`src/rtl/tape_mem_arbiter.sv`:
```
// Round-robin arbiter that lets the head/step unit (port 0) and the tape loader (port 1)
// share the single-port tape RAM, with exactly one access in flight at a time.
module tape_mem_arbiter #(
  parameter int unsigned DATA_WIDTH = 32,
  parameter int unsigned ADDR_SPACE = 14
) (
  input  logic                    clk,
  input  logic                    rst_n,
  input  logic [1:0]              req_valid,
  input  logic [1:0]              req_we,
  input  logic [2*ADDR_SPACE-1:0] req_addr,
  input  logic [2*DATA_WIDTH-1:0] req_wdata,
  output logic [1:0]              req_ready,
  output logic [1:0]              rsp_valid,
  output logic [DATA_WIDTH-1:0]   rsp_rdata,
  output logic [ADDR_SPACE-1:0]   ram_addr,
  output logic [DATA_WIDTH-1:0]   ram_d,
  output logic                    ram_we,
  input  logic [DATA_WIDTH-1:0]   ram_q
);

  typedef enum logic [1:0] {IDLE, ISSUE, CAPTURE, RESP} state_t;

  state_t                  state_q, state_d;
  logic                    ptr_q, ptr_d;
  logic                    win_q, win_d;
  logic [ADDR_SPACE-1:0]   addr_q, addr_d;
  logic [DATA_WIDTH-1:0]   wdata_q, wdata_d;
  logic                    we_q, we_d;
  logic [DATA_WIDTH-1:0]   rdata_q, rdata_d;
  logic                    sel;

  // Pointer only breaks ties; a lone requester always wins.
  assign sel = (req_valid == 2'b11) ? ptr_q : req_valid[1];

  always_comb begin
    state_d   = state_q;
    ptr_d     = ptr_q;
    win_d     = win_q;
    addr_d    = addr_q;
    wdata_d   = wdata_q;
    we_d      = 1'b0;
    rdata_d   = rdata_q;
    req_ready = '0;
    rsp_valid = '0;
    unique case (state_q)
      IDLE: begin
        if (|req_valid) begin
          req_ready[sel] = 1'b1;
          win_d          = sel;
          ptr_d          = ~sel;
          addr_d         = sel ? req_addr[2*ADDR_SPACE-1:ADDR_SPACE] : req_addr[ADDR_SPACE-1:0];
          wdata_d        = sel ? req_wdata[2*DATA_WIDTH-1:DATA_WIDTH] : req_wdata[DATA_WIDTH-1:0];
          we_d           = req_we[sel];
          state_d        = ISSUE;
        end
      end
      ISSUE: begin
        state_d = we_q ? RESP : CAPTURE;
      end
      CAPTURE: begin
        rdata_d = ram_q;
        state_d = RESP;
      end
      RESP: begin
        rsp_valid[win_q] = 1'b1;
        state_d          = IDLE;
      end
      default: state_d = IDLE;
    endcase
  end

  always_ff @(posedge clk or negedge rst_n) begin
    if (!rst_n) begin
      state_q <= IDLE;
      ptr_q   <= 1'b0;
      win_q   <= 1'b0;
      addr_q  <= '0;
      wdata_q <= '0;
      we_q    <= 1'b0;
      rdata_q <= '0;
    end else begin
      state_q <= state_d;
      ptr_q   <= ptr_d;
      win_q   <= win_d;
      addr_q  <= addr_d;
      wdata_q <= wdata_d;
      we_q    <= we_d;
      rdata_q <= rdata_d;
    end
  end

  assign ram_addr  = addr_q;
  assign ram_d     = wdata_q;
  assign ram_we    = we_q;
  assign rsp_rdata = rdata_q;

endmodule

```
`config.mk`:
```
export PLATFORM = sky130hd
export DESIGN_NAME = tape_mem_arbiter
export DESIGN_NICKNAME = d
export VERILOG_FILES = /design/src/rtl/tape_mem_arbiter.sv
export SDC_FILE = /design/constraint.sdc
export NUM_CORES = 1
export LEC_CHECK = 0
export CAP_MARGIN = 5
export CORE_UTILIZATION = 41
export DETAILED_ROUTE_END_ITERATION = 10
export GPL_ROUTABILITY_DRIVEN = 0
export PLACE_DENSITY = 0.91
export SLEW_MARGIN = 20
export SYNTH_ARGS = -nofsm -noshare
export SYNTH_HDL_FRONTEND = slang
export SYNTH_SLANG_ARGS = --single-unit
export TNS_END_PERCENT = 30
```
`constraint.sdc`:
```
create_clock -name clk -period 2.54 [get_ports clk]
set_input_delay 0.508 -clock clk [delete_from_list [all_inputs] [get_ports clk]]
set_output_delay 0.508 -clock clk [all_outputs]
set_load 0.02 [all_outputs]
```
==> reports/results.ini <==
[placed_design]
place.port_buffers = 212
dp_hpwl_um = 7930
post_dp_cell_area_um2 = 5820
dpl.cell_count = 597

[timing]
timing.setup.tns_ns = 0
grt_setup_unrepaired = no
drv_slew = 0
setup_viol = 0
min_period_over_period = 0.940
clock_skew_ns = 0.0145
hold_viol_final = 0
period_needed_ns = 2.39
relSlewSlack = 0.562
max_freq_ghz = 0.419
worst_slew_pin_slew_ns = 0.657

[setup_path]
cp_top_family = buffers and inverters
worstPathMaxFanout = 5
critPathArrivalTime_ns = 1.88
critPathRequiredTime_ns = 2.03
worstSetupPathType = reg2out
start_kind = flip-flop
path_buf_inv = 2
path_cells = inv_1 > ha_1 > o21ai_4 > a21oi_2 > dlygate4sd2_1
cp_num_cells = 5
slowest_stage = dfrtp_1
crit_path_max_incr_delay_ns = 0.42
end_kind = output port
reg2reg_depth = 6

[synth]
synthAdderAreaFrac = 0.0138
synth_seq_cells = 83
synth_top_family_by_area = compound AO/OA/AOI/OAI gates
synth_compound_area_frac = 0.170
postSynthCellCount = 290
syn_avg_cell_area_um2 = 12.5
yosys.area_share.simple = 0.0871
synth_mux_area_frac = 0.102
yosys_warnings = 0
ys_types = 29
syn_area_um2 = 3630
synthXorXnorAreaFrac = 0
synth_nets = 424
yosysSeqAreaShare = 0.572

[global_routing]
grt_pass1_vias = 3292
grt_max_degree = 44
grt_util_all_layers = 0.231
grt_overflow = 0
grt_pass1_wl_um = 16100
antenna_found_initial = 0

[detailed_routing]
wl_um = 10600
drtIter0Drc = 107
num_vias = 3210
ant_nets = 0
drt-vias-per-instance = 5.24
first_pass_iters = 4
wire_per_inst_um = 17.4
drc_errors = 0

[run]
drv_cap = 0

[clock_network]
clk_path_buf_depth = 2
clk_pin_slew_worst_paths_ns = 0.09
clk_latency_ns = 0.34
postCtsSetupBuffers = 0
cts_tree = yes
post_cts_resized = 2
cts_root_buf = clkbuf_8
cts_made_buffers = 9
cts_hold_buf = 0
cts.sinks = 83
htreeDepth = 3

[finish]
final_cells = 613
area_growth_pct = 64.9
nets = 637
fin_area_um2 = 5990
antenna_cells = 0
drive_gt1_frac = 0.122

[pwr]
p_leak_nw = 2.47
irDropWorstVdd_v = 0.000595
p_per_area_nw_per_um2 = 1200

[floorplan]
die-area_um2 = 9240
pin_count = 213
start_util = 0.433
row_count = 33
die_w_um = 96.1
core_area_um2 = 8380
die_h_um = 96.1

[hold_path]
hp-class = in2async

[status]
outcome = finished clean

-- worst paths after layout --
path,startpoint,to,slack (ns)
max,state_q[0],req_ready[0],0.15
min reg2reg,rsp_rdata[20],rsp_rdata[20],0.50
max in group asynchronous,rst_n,ram_addr[8],1.77
max reg2reg,state_q[0],ram_addr[10],0.74
min,rst_n,rsp_rdata[0],0.14
min in group clk,rsp_rdata[20],rsp_rdata[20],0.50
-- routing by layer --
layer  up-vias  part of all wire  track usage  routed length [um]
li1       1488                 -            -                   -
met1      1550              0.38        0.268                4080
met2       157              0.52        0.415                5530
met3        15             0.081       0.0671                 857
met4         0             0.016       0.0585                 175
met5         -                 0            0                   0
-- kinds of logic (layout without fill, tap and decap cells) --
kind of cell,count (synthesis),count (layout)
buffers and inverters,27,245
AOI/OAI and AO/OA,86,86
adders and majority gates,4,4
and+or+nand+nor,57,57
muxes,33,33
DFF,83,83
-- registers in the layout (all words and copies together), names as in the netlist --
name / flops
ram_we: 1
rsp_rdata: 32
ram_d: 32
ptr_q: 1
ram_addr: 14
state_q: 2
win_q: 1
-- cell type report --
class	count	area, um^2
repair buffers	226	2230
inverters	3	11.3
clock inverters	6	48.8
multi-input cells	180	1360
well taps	105	131
fillers	587	2390
flip-flops and latches	83	2080
clock buffers	10	128
-- power by group --
group / leakage [nW] / switching [mW] / internal, mW
registers: 0.984 / 0.345 / 1.99
clock network: 0.0795 / 0.491 / 0.364
logic: 1.40 / 1.93 / 2.09
-- synthesized netlist by cell type --
cell type / instances / share of area
nand3_1: 1 / 0.0014
o21a_1: 1 / 0.0021
a21o_1: 1 / 0.0021
buf_2: 8 / 0.011
a31oi_1: 17 / 0.029
nor2b_1: 1 / 0.0017
buf_6: 8 / 0.025
nand2_1: 1 / 0.0010
buf_4: 2 / 0.0041
and2b_1: 1 / 0.0021
ha_1: 4 / 0.014
a21oi_1: 17 / 0.023
o21ai_0: 17 / 0.023
a211oi_1: 1 / 0.0021
mux2_2: 29 / 0.090
dfrtp_1: 83 / 0.57
buf_8: 2 / 0.0083
a221o_1: 30 / 0.083
and2_0: 2 / 0.0034
and3_1: 1 / 0.0017
inv_1: 3 / 0.0031
and2_1: 29 / 0.050
a21oi_2: 1 / 0.0024
nor3_4: 1 / 0.0045
mux2_1: 4 / 0.012
o21ai_2: 1 / 0.0024
clkbuf_1: 4 / 0.0041
nand2b_1: 1 / 0.0017
nor2_1: 19 / 0.020
-- worst reg2reg max path: stages, from the launching register on --
cell and delay, ns:
dfrtp_1 0.42, inv_1 0.14, ha_1 0.30, o21ai_4 0.13, nor3_4 0.13, buf_4 0.38, a221o_1 0.24
-- through the flow --
step | util | hold slack [ns] | setup WS [ns] | power (mW)
after floorplan | - | 0.212 | 0.752 | 4.59
final | 0.715 | 0.136 | 0.153 | 7.21
after CTS | 0.715 | 0.144 | 0.131 | 7.28
after global routing | 0.715 | 0.146 | 0.0178 | 7.65
after global placement | 0.694 | 0.470 | -0.0557 | 6.26
after detailed placement | 0.694 | 0.484 | -0.0610 | 6.40
-- placed cells by master, fill, tap and decap left out, drive strengths merged, types with 2 or more instances in the layout --
master	instances
buf	15
dfrtp	83
a221o	30
clkdlybuf4s50	209
inv	5
mux2	33
a21oi	18
ha	4
clkinvlp	3
clkbuf	10
o21ai	18
dlygate4sd2	2
nor2	19
a31oi	17
and2	31
No activity file was read; power rests on OpenSTA's default activity.
==> variant: new RTL, config.mk and constraints unchanged <==
`wdata_q` no longer has a reset.
--- a/src/rtl/tape_mem_arbiter.sv
+++ b/src/rtl/tape_mem_arbiter.sv
@@ -77,5 +77,4 @@
       win_q   <= 1'b0;
       addr_q  <= '0;
-      wdata_q <= '0;
       we_q    <= 1'b0;
       rdata_q <= '0;
@@ -85,8 +84,11 @@
       win_q   <= win_d;
       addr_q  <= addr_d;
-      wdata_q <= wdata_d;
       we_q    <= we_d;
       rdata_q <= rdata_d;
     end
+  end
+
+  always_ff @(posedge clk) begin
+    wdata_q <= wdata_d;
   end
 
Formal check against the unedited RTL: not equivalent (a bounded check fails within 4 cycles, from zero or initial values and one cycle with rst_n low).
==> variant against the original RTL <==
Total power decreased by 9.6%. Cell area increased by 0.31%. Routed wire length decreased by 12%. Register-to-register slack got worse by 0.02 ns. Sequential cell count unchanged. Area after synthesis decreased by 4.0%. Worst setup slack improved by 0.024 ns.
==> variant: results (changes against the original RTL) <==
- Clock share of power: 0.164 (+0.045)
- GR Util met1: 0.216 (-0.0518)
- Insertion delay to the later sink of the worst-skew pair: 0.34 ns (about the same)
- Number of buffers outside the clock class in the layout: 224 (-0.88%)
- GR Util met2: 0.416 (+0.00117)
- Fraction of area in multi-input gates: 0.192 (-0.0350)
- Ys async rst share: 0.614 (-0.386)
- Layout clock area frac: 0.0404 (+0.0109)
- Iter 0 DRT Violations: 43 (-60%)
- Multi-input gate area: 1160 µm² (-15%)
- Placed insts: 534 (-11%)
- Via total after detailed routing: 2694 (-16%)
- Synth top area cells: dfrtp_1 (37%), edfxtp_1 (28%), mux2_2 (20%), a221o_1 (2.6%), buf_6 (1.6%)
- Post-Route M1 WL: 3250 µm (-20%)
- Non-clock buffer share: 0.371 (-0.00200)
- Crit Path Max Fanout: 4 (-1)
- Post-synthesis net count: 349 (-18%)
- Post-CTS sizing: 2 (unchanged)
- Sequential group share of total power: 0.347 (+0.024)
- Met3 WL: 542 µm (-37%)
- Clock buffer count: 14 (+4)
- Routed wire length: 9390 µm (-12%)
- Worst vdd rail ir drop: 0.631 mV (+6.0%)
- Fraction of area in registers: 0.372 (+0.0256)
- Worst setup skew after layout: 0.00776 ns (-0.00674 ns)
- Share of cells above drive strength 1: 0.236 (+0.114)
- Seq/Total Area, Yosys: 0.641 (+0.0697)
- Placement Cell Area: 5770 µm² (-0.82%)
- Top pwr grp: combinational cells
- Avg WL per Cell: 17.1 µm (-1.5%)
- Number of non-clock inverters: 4 (+1)
- HPWL Detailed: 7320 µm (-7.6%)
- # fillers: 549 (-6.5%)
- DR WL met2: 5370 µm (-2.9%)
- Mean post-synth cell area: 16.2 µm² (+29%)
- Power per cell area: 1080 nW/µm² (-9.9%)
- WP data arrival: 1.86 ns (-0.02 ns)
- Post-synth top cells: mux2_2 (63), dfrtp_1 (51), edfxtp_1 (32)
- Slew @ Worst Pin: 0.631 ns (-0.0256 ns)
- Largest net degree at the start of global routing: 52 (+18%)
- GRT Util Overall: 0.215 (-0.0160)
- GRT met3 Usage: 0.0510 (-0.0162)
- Multi-input gates: 118 (-34%)
- First-pass GRT wire length: 14200 µm (-12%)
- Post-synth EDFFs: 32 (+32)
- DRT Pass-1 Iters: 4 (unchanged)
- H-tree level count: 3 (unchanged)
- Status: completed
- Int Pwr: 0.00432 W (-2.7%)
- Seq Cell Count: 83 (unchanged)
- Leak Pwr: 2.38 nW (-3.5%)
[variant: cell types whose count changed after synthesis, sizes merged, moves of 11 or more]
cell,delta
a21oi,-15
a221o,-17
a31oi,-15
and2,-17
buf,-11
dfrtp,-32
edfxtp,+32
mux2,+32
nor2,-15
o21ai,-15
[variant: cells by family (layout without fill, tap and decap cells)]
| logic type | after synthesis | in the layout | synth area share |
|---|---|---|---|
| multiplexers | 65 | 65 | 0.210 |
| flip-flops | 83 | 83 | 0.641 |
| buffers and inverters | 14 | 243 | 0.0273 |
| AO/OA/AOI/OAI | 23 | 23 | 0.0595 |
| adder cells (fa/ha/maj) | 4 | 4 | 0.0143 |
| AND/OR/NAND/NOR | 26 | 26 | 0.0477 |
[variant: final timing paths]
kind | slack, ns | end | from
worst max register to register | 0.72 | ram_d[11]$_DFFE_PP_ | state_q[0]$_DFFE_PN0P_
min in group clk | 0.49 | rsp_rdata[18]$_DFFE_PN0N_ | rsp_rdata[18]$_DFFE_PN0N_
worst min register to register | 0.49 | rsp_rdata[18]$_DFFE_PN0N_ | rsp_rdata[18]$_DFFE_PN0N_
max in group asynchronous | 1.85 | rsp_rdata[20]$_DFFE_PN0N_ | rst_n
worst max-delay path | 0.18 | req_ready[0] | state_q[0]$_DFFE_PN0P_
worst min-delay path | 0.26 | rsp_rdata[0]$_DFFE_PN0N_ | rst_n
[variant: worst max-delay path, stage by stage (launching register included)]
cell and delay [ns]:
dfrtp_1 0.42, inv_1 0.14, ha_1 0.30, o21ai_4 0.12
a21oi_2 0.18, dlygate4sd2_1 0.36
[variant: stage by stage]
step | setup slack, ns | util
2_1_floorplan | 0.461 | -
3_3_place_gp | -0.00129 | 0.702
3_5_place_dp | -0.0313 | 0.702
4_1_cts | 0.181 | 0.732
5_1_grt | 0.109 | 0.732
6_report | 0.176 | 0.732
